## src/rtl/weight_fetch_seq.sv

```systemverilog
// Kernel weight/bias fetch sequencer: walks active units round by round, pulses
// step to the pointer array, and routes in-order read responses to PE registers.
module weight_fetch_seq #(
  parameter int N_UNITS = 16,
  parameter int DATA_W  = 32,
  parameter int MAX_OUT = 4
) (
  input  logic                              clk,
  input  logic                              rst,
  input  logic                              start,
  input  logic [7:0]                        kernel_size,
  input  logic [N_UNITS-1:0]                active_units,
  input  logic [N_UNITS-1:0][31:0]          addr_in,
  input  logic [N_UNITS-1:0][31:0]          bias_addr_in,
  output logic                              step,
  output logic                              mem_req,
  output logic [31:0]                       mem_addr,
  input  logic                              mem_ready,
  input  logic                              mem_rvalid,
  input  logic [DATA_W-1:0]                 mem_rdata,
  output logic                              wr_valid,
  output logic [$clog2(N_UNITS)-1:0]        wr_unit,
  output logic                              wr_is_bias,
  output logic [DATA_W-1:0]                 wr_data,
  output logic                              busy,
  output logic                              done,
  output logic                              err
);

  localparam int UW = $clog2(N_UNITS);
  localparam int PW = $clog2(MAX_OUT);
  localparam int CW = PW + 1;

  typedef enum logic [2:0] {IDLE, FETCH_W, FETCH_B, DRAIN, DONE} state_t;

  state_t              state_r;
  logic [7:0]          ks_r;
  logic [7:0]          k_r;
  logic [N_UNITS-1:0]  mask_r;
  logic [UW-1:0]       u_r;
  logic                hold_r;
  logic [31:0]         mem_addr_r;
  logic [UW:0]         fifo_r [MAX_OUT];
  logic [PW-1:0]       wptr_r;
  logic [PW-1:0]       rptr_r;
  logic [CW-1:0]       count_r;
  logic                wr_valid_r;
  logic [UW-1:0]       wr_unit_r;
  logic                wr_is_bias_r;
  logic [DATA_W-1:0]   wr_data_r;
  logic                busy_r;
  logic                done_r;
  logic                err_r;

  logic                issue_s;
  logic                accept_s;
  logic                pop_s;
  logic                step_s;
  logic                is_bias_s;
  logic [UW:0]         nxt_s;
  logic [UW-1:0]       first_u_s;
  logic [31:0]         req_addr_s;

  function automatic logic [UW-1:0] lowest_set(input logic [N_UNITS-1:0] m);
    lowest_set = '0;
    for (int i = N_UNITS - 1; i >= 0; i--)
      if (m[i]) lowest_set = UW'(i);
  endfunction

  // {found, index} of the lowest set bit strictly above u
  function automatic logic [UW:0] next_set(input logic [N_UNITS-1:0] m, input logic [UW-1:0] u);
    next_set = '0;
    for (int i = N_UNITS - 1; i >= 0; i--)
      if (m[i] && (i > int'(u))) next_set = {1'b1, UW'(i)};
  endfunction

  assign is_bias_s  = (state_r == FETCH_B);
  assign issue_s    = ((state_r == FETCH_W) || is_bias_s) && !hold_r && (count_r < CW'(MAX_OUT));
  assign accept_s   = issue_s && mem_ready;
  assign pop_s      = mem_rvalid && (count_r != CW'(0));
  assign nxt_s      = next_set(mask_r, u_r);
  assign first_u_s  = lowest_set(mask_r);
  assign req_addr_s = is_bias_s ? bias_addr_in[u_r] : addr_in[u_r];
  assign step_s     = accept_s && (state_r == FETCH_W) && !nxt_s[UW] && (k_r < (ks_r - 8'd1));

  assign mem_req    = issue_s;
  assign mem_addr   = issue_s ? req_addr_s : mem_addr_r;
  assign step       = step_s;
  assign wr_valid   = wr_valid_r;
  assign wr_unit    = wr_unit_r;
  assign wr_is_bias = wr_is_bias_r;
  assign wr_data    = wr_data_r;
  assign busy       = busy_r;
  assign done       = done_r;
  assign err        = err_r;

  // Sequencing FSM: round/unit walk, step pulse hold-off, busy/done/err flags
  always_ff @(posedge clk or posedge rst) begin
    if (rst) begin
      state_r    <= IDLE;
      ks_r       <= 8'd0;
      k_r        <= 8'd0;
      mask_r     <= '0;
      u_r        <= '0;
      hold_r     <= 1'b0;
      mem_addr_r <= 32'd0;
      busy_r     <= 1'b0;
      done_r     <= 1'b0;
      err_r      <= 1'b0;
    end else begin
      hold_r <= step_s;
      done_r <= 1'b0;
      if (issue_s) mem_addr_r <= req_addr_s;
      if (state_r == IDLE && start) err_r <= 1'b0;
      else if (mem_rvalid && count_r == CW'(0)) err_r <= 1'b1;
      case (state_r)
        IDLE: begin
          busy_r <= start;
          if (start) begin
            ks_r   <= kernel_size;
            mask_r <= active_units;
            k_r    <= 8'd0;
            u_r    <= lowest_set(active_units);
            if (kernel_size == 8'd0 || active_units == '0) begin
              state_r <= DONE;
              done_r  <= 1'b1;
            end else begin
              state_r <= FETCH_W;
            end
          end
        end
        FETCH_W: begin
          if (accept_s) begin
            if (nxt_s[UW]) begin
              u_r <= nxt_s[UW-1:0];
            end else begin
              u_r <= first_u_s;
              if (k_r < (ks_r - 8'd1)) k_r <= k_r + 8'd1;
              else state_r <= FETCH_B;
            end
          end
        end
        FETCH_B: begin
          if (accept_s) begin
            if (nxt_s[UW]) u_r <= nxt_s[UW-1:0];
            else state_r <= DRAIN;
          end
        end
        DRAIN: begin
          if (count_r == CW'(0)) begin
            state_r <= DONE;
            done_r  <= 1'b1;
          end
        end
        DONE: begin
          state_r <= IDLE;
          busy_r  <= 1'b0;
        end
        default: begin
          state_r <= IDLE;
          busy_r  <= 1'b0;
        end
      endcase
    end
  end

  // Tag FIFO and registered response routing; same-cycle push/pop keeps count
  always_ff @(posedge clk or posedge rst) begin
    if (rst) begin
      wptr_r       <= '0;
      rptr_r       <= '0;
      count_r      <= '0;
      wr_valid_r   <= 1'b0;
      wr_unit_r    <= '0;
      wr_is_bias_r <= 1'b0;
      wr_data_r    <= '0;
      for (int i = 0; i < MAX_OUT; i++) fifo_r[i] <= '0;
    end else begin
      if (accept_s) begin
        fifo_r[wptr_r] <= {u_r, is_bias_s};
        wptr_r         <= wptr_r + PW'(1);
      end
      if (pop_s) begin
        rptr_r       <= rptr_r + PW'(1);
        wr_data_r    <= mem_rdata;
        wr_unit_r    <= fifo_r[rptr_r][UW:1];
        wr_is_bias_r <= fifo_r[rptr_r][0];
      end
      wr_valid_r <= pop_s;
      count_r    <= count_r + CW'(accept_s) - CW'(pop_s);
    end
  end

endmodule

```

## config.mk

```make
export PLATFORM = sky130hd
export DESIGN_NAME = weight_fetch_seq
export DESIGN_NICKNAME = d
export VERILOG_FILES = /design/src/rtl/weight_fetch_seq.sv
export SDC_FILE = /design/constraint.sdc
export NUM_CORES = 1
export LEC_CHECK = 0
export CORE_AREA = 10 10 446 448
export DETAILED_ROUTE_END_ITERATION = 8
export DIE_AREA = 0 0 456 458
export SYNTH_ARGS = -nofsm -noshare
export SYNTH_HDL_FRONTEND = slang
export SYNTH_SLANG_ARGS = --single-unit
```

## constraint.sdc

```tcl
create_clock -name clk -period 9.7 [get_ports clk]
set_input_delay 2.425 -clock clk [delete_from_list [all_inputs] [get_ports clk]]
set_output_delay 2.425 -clock clk [all_outputs]
set_load 0.1 [all_outputs]
```

Word-level counts from Yosys, hierarchy flattened --
Cells that the tools add are included. Widths: inputs -> output; s select.
Operators by class: add/sub/neg operators 6, magnitude comparators 21, equal/unequal tests 12, mux-type cells 86, bitwise operators 2, reduce and logical (&&, ||, !) cells 42
Operators with widths (number):
- $bmux 32 s4 | 2
- $mux 4 | 37
- $mux 32 | 4
- $mux 5 | 18
- $gt 4x4->1 const A | 8
- $mux 8 | 4
- $logic_and 1x1->1 | 25
- $mux 3 | 8
- $bwmux 20 | 1
- $gt 3x4->1 const A | 4
- $logic_not 16->1 | 1
- $pmux 8 s2 | 1
- $ne 2x2->1 const B | 7
- $pmux 3 s4 | 1
- $pmux 4 s3 | 1
- $bmux 5 s2 | 1
- $demux 5 s2 | 1
- $reduce_and 5->1 | 2
- $add 8x1->8 const B | 1
- $gt 2x4->1 const A | 2
- $logic_not 8->1 | 1
- $lt 8x8->1 | 1
- $sub 8x1->8 const B | 1
- $reduce_and 7->1 | 1
- 21 further kinds | 36
Storage, ports and cells: register bits 140, bits of input ports 1085, output and inout bits 75, word-level logic and storage cells 190

Depth between registers and ports, before layout --
depth in word-level cells 20, mapped depth 13, depth with buffers taken out 12

Least setup slack after synthesis --
OpenSTA, ideal clock, no wires.
path type in2out, start input port addr_in[42] in the netlist's numbering, end output port mem_addr[10], arrival 5.080 ns, required time 7.275 ns, slack 2.195 ns, stages 4, buffers on the path 0, cells stage by stage mux4_2 -> mux4_2 -> mux2i_1 -> o21ai_0
On the way: cells in the longest elaborated chain, start to end 4
RTL lines:
- start: declaration | RTL line 13 | input logic [N_UNITS-1:0][31:0] addr_in,
- $bmux 32 s4 | RTL line 83 | assign req_addr_s = is_bias_s ? bias_addr_in[u_r] : addr_in[u_r];
- $mux 32 (not written as such) | RTL line 83
- $mux 32 | RTL line 83
- $mux 32
- end: declaration | RTL line 17 | output logic [31:0] mem_addr,
Every way passes these cells. The select of a mux whose other input is x is not followed.

Worst setup path in the final report --
start input port bias_addr_in[68] in the netlist's numbering, end output port mem_addr[4]
On the way: cells in the longest elaborated chain, start to end 4
RTL lines:
- start: declaration | RTL line 14 | input logic [N_UNITS-1:0][31:0] bias_addr_in,
- $bmux 32 s4 | RTL line 83
- $mux 32 (not written as such) | RTL line 83
- $mux 32 | RTL line 83
- $mux 32
Every way passes these cells. The select of a mux whose other input is x is not followed.

==> out/qor.yml <==
synthesis:
  synth_edf_count: 0
  synth-seq-cells: 140
  async_reset_ff_share_pct: 100
  synth_area_leader_cell: "mux4_2"
  ys_types: 59
  yosysSeqAreaShare_pct: 24.3
  yosys.area.top_type_share_pct: 50.7
  synth_commonest_cells: "325 x mux4_2, 140 x dfrtp_1, 73 x nand2_1"
  synth.avg_cell_area_um2: 14.0
  synth.most_common_cell: "mux4_2"
  yosysWarnings: 0
  mappedNetlistArea_um2: 14400
  synthTopCellsByArea: "mux4_2 51%, dfrtp_1 24%, mux2_2 5.1%"
  ys.flop_type: "dfrtp_1"
  syn_inst: 1032
  synth_fp_nets: 2133
floorplan:
  die_x_um: 456
  die_area_um2: 209000
  io_pins: 1160
  initial_core_util_pct: 7.62
  die_y_um: 458
  core_um2: 190000
  rows: 160
sta:
  fin_crit_sh_pct: 87.4
  skew_ns: 0.0255
  hold_violations: 0
  max-slew-margin-rel_pct: 3.51
  tns_ns: 0
  max_freq_mhz: 118
  min_period_ns: 8.48
  setup_viol: 0
  tightest_slew_ns: 1.44
  rsz0062_at_grt: "no"
  drv_slew: 0
global_routing:
  grt_pass1_vias: 17083
  overflow: 0
  grt_pass1_wl_um: 203000
  antenna_found_initial: 150
  grt_max_degree: 103
  grt_use_total_pct: 15.1
pwr:
  ir_drop_uv: 287
  p_leak_nw: 10.2
  total_power_mw: 8.29
  p_per_area_nw_per_um2: 279
run:
  maxCapViolCount: 0
placement:
  routabilityCongestion: 0.951
  dp_hpwl_um: 149000
  io_buffers: 1159
hold_path:
  hp-class: "flip-flop to flip-flop"
outcome:
  status: "finished clean"
clock_network:
  path_clk_slew_ns: 0.07
  clockBufferDepth: 2
  clock-sinks: 140
  cts_buffers: 17
  cts_resized: 0
  cts_root_buffer: "clkbuf_16"
  h-tree-depth: 4
  cts_tree: "yes"
  postCtsHoldBufs: 0
  cts_setup_buffers: 0
  clk_latency_ns: 0.53
worst_setup_path:
  critPathMaxFanout: 5
  cp-start-kind: "input port"
  crit_arrival_ns: 6.05
  crit_type: "input port to output pin"
  worstSetupEndpointType: "output pin"
  cp.required_ns: 7.28
detailed_routing:
  drc: 0
  wire_per_inst_um: 35.1
  via_per_inst: 3.48
  ant_nets: 0
  drt_iter0_drc: 1495
  firstDrtPassIters: 5
  wl_um: 165000
  num_vias: 16342
final_layout:
  drive_gt1_share_pct: 22.4
  nets: 3236
  area_delta_synth_final_pct: 106
  finalCoreUtilization_pct: 15.7
  fill_cells: 21073
## routing by layer
| metal | track usage, % | up-vias | part of all wire, % | wire [um] |
|---|---|---|---|---|
| li1 | - | 6635 | - | - |
| met1 | 16.4 | 8422 | 36 | 58800 |
| met2 | 28.0 | 970 | 53 | 86700 |
| met3 | 5.43 | 257 | 8.9 | 14600 |
| met4 | 2.94 | 58 | 2.6 | 4320 |
| met5 | 0 | - | 0.23 | 379 |
## path summary, 6_finish.rpt
path / start / to / slack, ns / depth (start not counted)
setup / recovery: bias_addr_in[68] / mem_addr[4] / 1.22 / 6
hold / removal: fifo_r[13] / fifo_r[13] / 0.48 / 2
setup reg to reg: state_r[1] / mask_r[12] / 5.41 / 9
hold reg to reg: fifo_r[13] / fifo_r[13] / 0.48 / 2
max in group asynchronous: rst / u_r[0] / 6.29 / 3
min in group asynchronous: rst / wr_data[15] / 2.32 / 2
## worst max-delay path: stages
cell,delay [ns]
clkdlybuf4s50_1,0.76
mux4_2,0.67
mux4_2,0.62
mux2i_1,0.24
o21ai_0,0.18
clkdlybuf4s50_1,1.12
## cell families (layout without fill, tap and decap cells)
family | Yosys count | count (layout) | synth area share (%)
mux | 426 | 426 | 58.3
simple gates | 171 | 171 | 5.77
compound gates | 147 | 147 | 6.17
flops | 140 | 140 | 24.3
buf+inv | 121 | 1237 | 3.45
fa+ha+maj | 16 | 16 | 1.44
xor+xnor | 11 | 11 | 0.667
other cells | 0 | 38 | 0
## flip-flops by register name, indices dropped and copies added (netlist names)
name	flops
k_r	8
count_r	3
busy	1
rptr_r	2
mem_addr_r	32
err	1
fifo_r	20
wr_data	32
wr_is_bias	1
done	1
mask_r	16
ks_r	8
wptr_r	2
wr_unit	4
hold_r	1
wr_valid	1
u_r	4
state_r	3
## through the flow
stage | instance area [um^2] | std cells | hold slack (ns) | setup slack, ns
2_1_floorplan | 14400 | 1032 | 0.445 | 2.19
3_3_place_gp | 29000 | 4627 | 0.457 | 1.23
3_5_place_dp | 29000 | 4627 | 0.468 | 1.25
4_1_cts | 29600 | 4659 | 0.486 | 1.25
5_1_grt | 29700 | 4676 | 0.504 | 1.24
6_report | 29700 | 4697 | 0.479 | 1.22
## placed cells by master, fill, tap and decap left out, types with 14 or more instances in the layout
| cell type | instances |
|---|---|
| clkbuf_16 | 17 |
| diode_2 | 38 |
| o21ai_0 | 65 |
| a31oi_1 | 14 |
| ha_1 | 15 |
| buf_4 | 32 |
| mux2_2 | 66 |
| nor2_1 | 27 |
| nand2_1 | 72 |
| mux2i_1 | 35 |
| dfrtp_1 | 137 |
| nor3_1 | 15 |
| a21oi_1 | 24 |
| mux4_2 | 325 |
| inv_1 | 17 |
| clkdlybuf4s50_1 | 1149 |
## report_power, final
| part | internal, mW | switching, mW |
|---|---|---|
| combinational | 2.54 | 3.86 |
| clock | 0.373 | 0.376 |
| sequential | 0.821 | 0.320 |
## layout make-up
class / count / area, um^2 / share of cell area [%]
clock buffers: 17 / 425 / 1.43
clock inverters: 15 / 195 / 0.656
inverters: 19 / 81.3 / 0.273
well taps: 2511 / 3140 / 10.6
flip-flops and latches: 140 / 3510 / 11.8
multi-input cells: 771 / 10500 / 35.2
diodes: 38 / 95.1 / 0.320
repair buffers: 1186 / 11800 / 39.8
Note: power is estimated with default switching activity, not from simulation.
